File: config.mk
export PLATFORM = sky130hd
export DESIGN_NAME = dac_2ch
export DESIGN_NICKNAME = d
export VERILOG_FILES = /design/src/rtl/dac_2ch_pkg.sv /design/src/rtl/dac_2ch_pair_fifo.sv /design/src/rtl/dac_2ch.sv
export SDC_FILE = /design/constraint.sdc
export NUM_CORES = 1
export LEC_CHECK = 0
export ABC_CLOCK_PERIOD_IN_PS = 5800
export CORE_MARGIN = 8
export CORE_UTILIZATION = 55
export CTS_BUF_LIST = sky130_fd_sc_hd__clkbuf_4 sky130_fd_sc_hd__clkbuf_8
export DETAILED_ROUTE_END_ITERATION = 12
export PLACE_DENSITY = 0.86
export SLEW_MARGIN = 5
export SYNTH_ARGS = -nofsm -noshare
export SYNTH_HDL_FRONTEND = slang
export SYNTH_SLANG_ARGS = --single-unit
File: constraint.sdc
create_clock -name aclk -period 5.8 [get_ports aclk]
set_input_delay 1.16 -clock aclk [delete_from_list [all_inputs] [get_ports aclk]]
set_output_delay 1.16 -clock aclk [all_outputs]
set_load 0.03 [all_outputs]
File: src/rtl/dac_2ch_pkg.sv
// ---------------------------------------------------------------------------
// dac_2ch_pkg
// Shared definitions for the two-channel interleaving DAC transmit path:
// sample/code width, idle midscale code and the streaming state encoding.
// ---------------------------------------------------------------------------
package dac_2ch_pkg;

    localparam int               DAC_DW       = 14;
    localparam logic [DAC_DW-1:0] DAC_MIDSCALE = 14'h2000;

    typedef enum logic [1:0] {
        ST_IDLE  = 2'd0,
        ST_PRIME = 2'd1,
        ST_RUN   = 2'd2,
        ST_DRAIN = 2'd3
    } dac_state_e;

endpackage

File: src/rtl/dac_2ch_pair_fifo.sv
// ---------------------------------------------------------------------------
// dac_pair_fifo
// Two-entry FIFO holding {ch1_code, ch2_code} pairs.
// Ports:
//   aclk, areset   clock / asynchronous active-high reset
//   flush          synchronous clear of all entries
//   push, wdata    write request and pair data (ignored when full)
//   pop            read request (ignored when empty)
//   rdata          head entry
//   full, empty    occupancy flags derived from the registered count
// ---------------------------------------------------------------------------
module dac_pair_fifo #(
    parameter int W = 28
) (
    input  logic         aclk,
    input  logic         areset,
    input  logic         flush,
    input  logic         push,
    input  logic [W-1:0] wdata,
    input  logic         pop,
    output logic [W-1:0] rdata,
    output logic         full,
    output logic         empty
);

    logic [W-1:0] mem_r [2];
    logic         wptr_r;
    logic         rptr_r;
    logic [1:0]   cnt_r;
    logic         push_ok_s;
    logic         pop_ok_s;

    assign full      = (cnt_r == 2'd2);
    assign empty     = (cnt_r == 2'd0);
    assign push_ok_s = push & ~full;
    assign pop_ok_s  = pop & ~empty;
    assign rdata     = mem_r[rptr_r];

    // Storage, pointers and occupancy count.
    always_ff @(posedge aclk or posedge areset) begin
        if (areset) begin
            mem_r[0] <= {W{1'b0}};
            mem_r[1] <= {W{1'b0}};
            wptr_r   <= 1'b0;
            rptr_r   <= 1'b0;
            cnt_r    <= 2'd0;
        end else if (flush) begin
            wptr_r   <= 1'b0;
            rptr_r   <= 1'b0;
            cnt_r    <= 2'd0;
        end else begin
            if (push_ok_s) begin
                mem_r[wptr_r] <= wdata;
                wptr_r        <= ~wptr_r;
            end
            if (pop_ok_s) begin
                rptr_r <= ~rptr_r;
            end
            case ({push_ok_s, pop_ok_s})
                2'b10:   cnt_r <= cnt_r + 2'd1;
                2'b01:   cnt_r <= cnt_r - 2'd1;
                default: cnt_r <= cnt_r;
            endcase
        end
    end

endmodule

File: src/rtl/dac_2ch.sv
// ---------------------------------------------------------------------------
// dac_2ch
// Accepts signed sample pairs, converts them to offset-binary codes, buffers
// them in a 2-pair FIFO and time-interleaves ch1/ch2 onto one registered
// DAC bus, one channel per clock.
// Ports:
//   aclk, areset          clock / asynchronous active-high reset
//   enable                start (prime + stream) / stop streaming
//   s_valid, s_ready      input pair handshake
//   s_ch1, s_ch2          signed two's complement samples
//   dac_dat               offset-binary code on the DAC bus
//   dac_sel               1 = dac_dat is ch1, 0 = ch2
//   dac_wrt               write strobe for codes issued while streaming
//   running               high in RUN and DRAIN
//   underrun_cnt          saturating count of pair slots with an empty FIFO
// ---------------------------------------------------------------------------
module dac_2ch
    import dac_2ch_pkg::*;
#(
    parameter int             DW            = DAC_DW,
    parameter logic [DW-1:0]  MIDSCALE      = DAC_MIDSCALE,
    parameter bit             UNDERRUN_HOLD = 1'b1,
    parameter int             CNT_W         = 16
) (
    input  logic             aclk,
    input  logic             areset,
    input  logic             enable,
    input  logic             s_valid,
    output logic             s_ready,
    input  logic [DW-1:0]    s_ch1,
    input  logic [DW-1:0]    s_ch2,
    output logic [DW-1:0]    dac_dat,
    output logic             dac_sel,
    output logic             dac_wrt,
    output logic             running,
    output logic [CNT_W-1:0] underrun_cnt
);

    dac_state_e      state_r, state_nxt_s;
    logic            ph_r, ph_nxt_s;
    logic [DW-1:0]   cur1_r, cur2_r;
    logic [DW-1:0]   dat_r, dat_nxt_s;
    logic            sel_r, sel_nxt_s;
    logic            wrt_r, wrt_nxt_s;
    logic [CNT_W-1:0] ucnt_r;

    logic            full_s, empty_s, flush_s;
    logic            push_s, pop_s, under_s;
    logic [2*DW-1:0] wdata_s, rdata_s;

    // Offset binary is two's complement with the sign bit inverted.
    assign wdata_s = {~s_ch1[DW-1], s_ch1[DW-2:0], ~s_ch2[DW-1], s_ch2[DW-2:0]};

    assign s_ready = ((state_r == ST_PRIME) || (state_r == ST_RUN)) && !full_s;
    assign push_s  = s_valid & s_ready;
    assign running = (state_r == ST_RUN) || (state_r == ST_DRAIN);

    assign dac_dat      = dat_r;
    assign dac_sel      = sel_r;
    assign dac_wrt      = wrt_r;
    assign underrun_cnt = ucnt_r;

    dac_pair_fifo #(.W(2*DW)) u_fifo (
        .aclk   (aclk),
        .areset (areset),
        .flush  (flush_s),
        .push   (push_s),
        .wdata  (wdata_s),
        .pop    (pop_s),
        .rdata  (rdata_s),
        .full   (full_s),
        .empty  (empty_s)
    );

    // State register.
    always_ff @(posedge aclk or posedge areset) begin
        if (areset) begin
            state_r <= ST_IDLE;
        end else begin
            state_r <= state_nxt_s;
        end
    end

    // Next-state logic. Stopping on a ch1 slot still owes the ch2 slot (DRAIN);
    // stopping on a ch2 slot completes the pair in that same cycle.
    always_comb begin
        state_nxt_s = state_r;
        case (state_r)
            ST_IDLE: begin
                if (enable) state_nxt_s = ST_PRIME;
                else        state_nxt_s = ST_IDLE;
            end
            ST_PRIME: begin
                if (!enable)     state_nxt_s = ST_IDLE;
                else if (full_s) state_nxt_s = ST_RUN;
                else             state_nxt_s = ST_PRIME;
            end
            ST_RUN: begin
                if (enable)    state_nxt_s = ST_RUN;
                else if (ph_r) state_nxt_s = ST_IDLE;
                else           state_nxt_s = ST_DRAIN;
            end
            ST_DRAIN: state_nxt_s = ST_IDLE;
            default:  state_nxt_s = ST_IDLE;
        endcase
    end

    // Slot decisions: next bus value, phase, pop / underrun, flush.
    always_comb begin
        dat_nxt_s = MIDSCALE;
        sel_nxt_s = 1'b1;
        wrt_nxt_s = 1'b0;
        ph_nxt_s  = 1'b0;
        pop_s     = 1'b0;
        under_s   = 1'b0;
        flush_s   = 1'b0;
        case (state_r)
            ST_IDLE: flush_s = 1'b1;
            ST_PRIME: begin
                // First pop happens on the PRIME->RUN transition cycle.
                if (enable && full_s) pop_s = 1'b1;
                else                  pop_s = 1'b0;
            end
            ST_RUN: begin
                wrt_nxt_s = 1'b1;
                ph_nxt_s  = ~ph_r;
                if (!ph_r) begin
                    dat_nxt_s = cur1_r;
                    sel_nxt_s = 1'b1;
                end else begin
                    dat_nxt_s = cur2_r;
                    sel_nxt_s = 1'b0;
                    // Pop point; skipped when stopping since the FIFO is flushed anyway.
                    if (!enable)      pop_s   = 1'b0;
                    else if (empty_s) under_s = 1'b1;
                    else              pop_s   = 1'b1;
                end
            end
            ST_DRAIN: begin
                dat_nxt_s = cur2_r;
                sel_nxt_s = 1'b0;
                wrt_nxt_s = 1'b1;
            end
            default: flush_s = 1'b1;
        endcase
    end

    // Registered bus, phase, current pair and underrun counter.
    always_ff @(posedge aclk or posedge areset) begin
        if (areset) begin
            dat_r  <= MIDSCALE;
            sel_r  <= 1'b1;
            wrt_r  <= 1'b0;
            ph_r   <= 1'b0;
            cur1_r <= MIDSCALE;
            cur2_r <= MIDSCALE;
            ucnt_r <= {CNT_W{1'b0}};
        end else begin
            dat_r <= dat_nxt_s;
            sel_r <= sel_nxt_s;
            wrt_r <= wrt_nxt_s;
            ph_r  <= ph_nxt_s;
            if (pop_s) begin
                cur1_r <= rdata_s[2*DW-1:DW];
                cur2_r <= rdata_s[DW-1:0];
            end else if (under_s && (UNDERRUN_HOLD == 1'b0)) begin
                cur1_r <= MIDSCALE;
                cur2_r <= MIDSCALE;
            end else begin
                cur1_r <= cur1_r;
                cur2_r <= cur2_r;
            end
            if (under_s && (ucnt_r != {CNT_W{1'b1}})) begin
                ucnt_r <= ucnt_r + {{(CNT_W-1){1'b0}}, 1'b1};
            end else begin
                ucnt_r <= ucnt_r;
            end
        end
    end

endmodule

==> results <==
- The run finished with clean final reports.
- The initial standard-cell utilization of the core is 56.1%.
- For the worst setup path, the data required time is 4.64 ns.
- The number of antenna violations at the first check in global routing is 0.
- During I/O placement, the number of pins put on the boundary was 66.
- The total met3 wirelength after detailed routing is 560 um.
- Along the worst path, the maximum fanout reaches 19.
- The most critical setup path has its startpoint at state_r[0].
- After detailed routing, the wire length on met1 is roughly 4.7 mm.
- The destination of the worst register-to-register timing path is u_fifo.cnt_r[0].
- For this block, the via count after detailed routing is 3489.
- The netlist uses 47 different library cells.
- Summed over all nets, wire length on met2 after detailed routing comes to ~5.7 mm.
- The type of element launching the critical path is a flop.
- The worst min-delay path category is flop to flop.
- Synthesis inferred around 120 register bits.
- The leakage power is 2.98 nW.
- The worst reg-to-reg path cell count is 7.
- The total of buffers placed on input and output ports is 65.
- The clock period could shrink to 3.64 ns.
- The H-tree depth is 4.
- The filler cells instantiated in the layout total slightly below 700.
- The final critical-path share of the clock period is 62.8%.
- The setup clock skew after layout is 0.0104 ns.
- For this run, the leading register cell type out of synthesis is dfrtp_1.
- By area the synthesized netlist is led by dfrtp_1 55%, mux2_2 10%, mux2i_1 5.9%, mux2_4 5.0%, a21oi_1 2.9%.
- The layout overhead on the synthesized area is 22.2%.
- Setup violations remaining at the end of the flow were counted as 0.
- Clock-pin slew was measured on the worst setup and hold paths at 0.07 ns.
- No sink is reached through more buffers than the 2 on the longest clock path.
- For this run the aggregate overflow at the end of global routing stands at 0.
- The commonest non-fill, non-tap cell in the layout is dfrtp_1.
- The number of antenna diodes is 0.
- The number of synthesis warnings is 0.
- The clock drives 123 sinks.
- The total power is 2.36 mW.
- The post-synth design cell area is 5410 um^2.
- For the worst-skew pair, the clock arrives at the later sink with an insertion delay of 0.43 ns.
- The die covers 13300 um^2.
- The number of global-route vias before repair is 3760.
- The reported max-cap violation count is 0.
- The placer congestion estimate is a little under 0.8.
- The per-cell via count in the routed design is 5.56.
- The launch point of the worst reg-to-reg path is state_r[0].
- The cell at the root of the clock tree is clkbuf_8.
- The first global-routing pass estimated 18.4 mm of wire.
- The floorplan step set the die width to ~120 um.
- Row generation in the floorplan step produced 36 rows.
- The share of synthesized flip-flops with an asynchronous set or reset is 100%.
- The routed design has 11.2 mm of wire.
- Setup repair after global routing left no endpoint under its margin.
- The tightest hold path in the finished design has a slack of 0.494 ns.
- The nature of the critical path endpoint is an output port.
- The die height is 115 um.
- The leading area contributor after synthesis is dfrtp_1.
- Of the synthesized area, sequential elements account for 57.0%.
- Once detailed placement completed, the half-perimeter wirelength came to 7.24 mm.
- The placeable core area is 9640 um^2.
- The arrival time of data at the critical path endpoint is between 2 and 2.5 ns.
- In the layout the commonest cells are 119 x dfrtp_1, 65 x clkdlybuf4s50_1, 48 x mux2_2.
- The transition time at the pin with the least slew margin is 0.998 ns.
- The number of failing hold endpoints at the final stage is 0.
- The worst-case IR drop observed on VDD is between 0.15 and 0.2 mV.
- The kind of critical path is flop to output port.
- Dividing the detail-routed wire length by the instance count gives 17.9 um.
- The most critical setup path has its endpoint at running.
- The maximum clock rate is 0.275 GHz.
- The top cell type by area accounts for a little under three fifths of the synthesized area.
- In the routed design, unresolved DRC markers number 0.
- The number of standard cells after synthesis is 414.
- The first-pass iteration count of the detailed router is 4.
- The worst pin sits at a relative slew slack of between 30% and 40%.
- The number of violations reported at the end of detailed-routing iteration 0 is between 200 and 250.
- After the last flow step, the layout net total stands at approximately 520.
- The accumulated negative setup slack is 0 ns.
- Buffers inserted to repair hold after CTS numbered 0.
- The net count after synthesis is 451.
- Yosys mapped a number of flops with a built-in enable equal to 0.
- The total global-route track usage is 17.9%.
- The antenna violation net count after detailed routing is 0.
- The setup fix buffers added after clock tree synthesis is 0.
- The synthesized area per cell is 13.1 um^2.
- The power density over the cells is 357 nW/um^2.
- TritonCTS built the clock tree.
- Of the cells placed in the final design, the portion with a size suffix greater than 1 is 23.9%.
- The maximum number of pins on one net before global-route repair is 87.
- The final count of pins violating max slew is 0.
- The total clock buffers created by CTS is 17.
- Setup slack on the worst reg-to-reg path comes out at 3.06 ns.
- The number of gates resized after CTS is 0.
- The highest layer touched by signal routing is met4.
## worst max-delay path, cell delays in order, from the launching register on
cell and delay [ns]:
dfrtp_1 0.41, inv_1 0.09, ha_1 0.62, or2_2 0.25
clkdlybuf4s50_1 0.67
## logic make-up (layout without fill, tap and decap cells)
family | count (synthesis) | after routing | share of synthesized area [%]
xor gates and xnor gates | 16 | 16 | 2.85
AOI/OAI and AO/OA | 62 | 62 | 7.63
DFF | 123 | 123 | 57.0
buffers and inverters | 33 | 113 | 2.94
adders and majority gates | 5 | 5 | 1.16
muxes | 98 | 98 | 20.9
and+or+nand+nor | 77 | 77 | 7.52
## cell usage after synthesis, types with 2 or more instances
master	instances
a22o_1	13
dfrtp_1	119
nand3_1	8
nor2_1	36
mux2_4	18
nor4_1	2
buf_6	3
mux2i_1	32
dfstp_2	4
xor2_1	13
a31oi_1	2
nor3_1	4
a21oi_1	31
buf_1	3
mux2_2	48
buf_2	7
inv_1	11
nand4_1	4
nand2_1	9
a211oi_1	5
o21ai_0	2
or2_2	2
clkbuf_1	8
and4_1	2
ha_1	5
xnor2_1	2
## stage by stage
step	area, um^2	worst slack (ns)	instances	util [%]
2_1_floorplan	5410	1.38	414	-
3_3_place_gp	6160	2.66	595	63.9
3_5_place_dp	6160	2.54	595	63.9
4_1_cts	6610	2.16	627	68.5
5_1_grt	6610	2.08	627	68.5
6_report	6610	2.16	627	68.5
## worst min path at each step
| stage | startpoint | end | depth (start not counted) |
|---|---|---|---|
| after floorplan | cur1_r[13] | dac_dat[13] | 2 |
| after global placement | underrun_cnt[15] | underrun_cnt[15] | 1 |
| after detailed placement | underrun_cnt[15] | underrun_cnt[15] | 1 |
| after CTS | underrun_cnt[15] | underrun_cnt[15] | 1 |
| after global routing | underrun_cnt[13] | underrun_cnt[13] | 1 |
| final | underrun_cnt[15] | underrun_cnt[15] | 1 |
## sequential cells by signal (all words and copies together), names as in the netlist
register	cells
underrun_cnt	16
dac_sel	1
u_fifo.cnt_r	2
cur2_r	14
ph_r	1
cur1_r	14
state_r	2
u_fifo.wptr_r	1
dac_dat	14
u_fifo.rptr_r	1
dac_wrt	1
u_fifo.mem_r	56
## routing by layer
layer / vias up / global-route usage [%]
met2: 108 / 30.2
met5: - / 0
met1: 1749 / 20.8
met3: 21 / 4.88
met4: 0 / 8.58
li1: 1611 / -
## final cells by class
| type | instances | area, um^2 | share of cell area, % |
|---|---|---|---|
| timing repair buffer | 70 | 688 | 10.4 |
| inverter | 11 | 43.8 | 0.663 |
| clock inverter | 8 | 143 | 2.16 |
| clock buffer | 24 | 305 | 4.62 |
| tap | 133 | 166 | 2.52 |
| multi-input combinational | 258 | 2180 | 33.0 |
| sequential | 123 | 3080 | 46.7 |
## where the power goes
part / leakage (nW) / switching [mW] / total (mW) / internal (mW)
Sequential: 1.59 / 0.120 / 1.17 / 1.05
Clock: 0.231 / 0.323 / 0.843 / 0.520
Combinational: 1.17 / 0.147 / 0.350 / 0.203
Note: power is estimated with default switching activity, not from simulation.
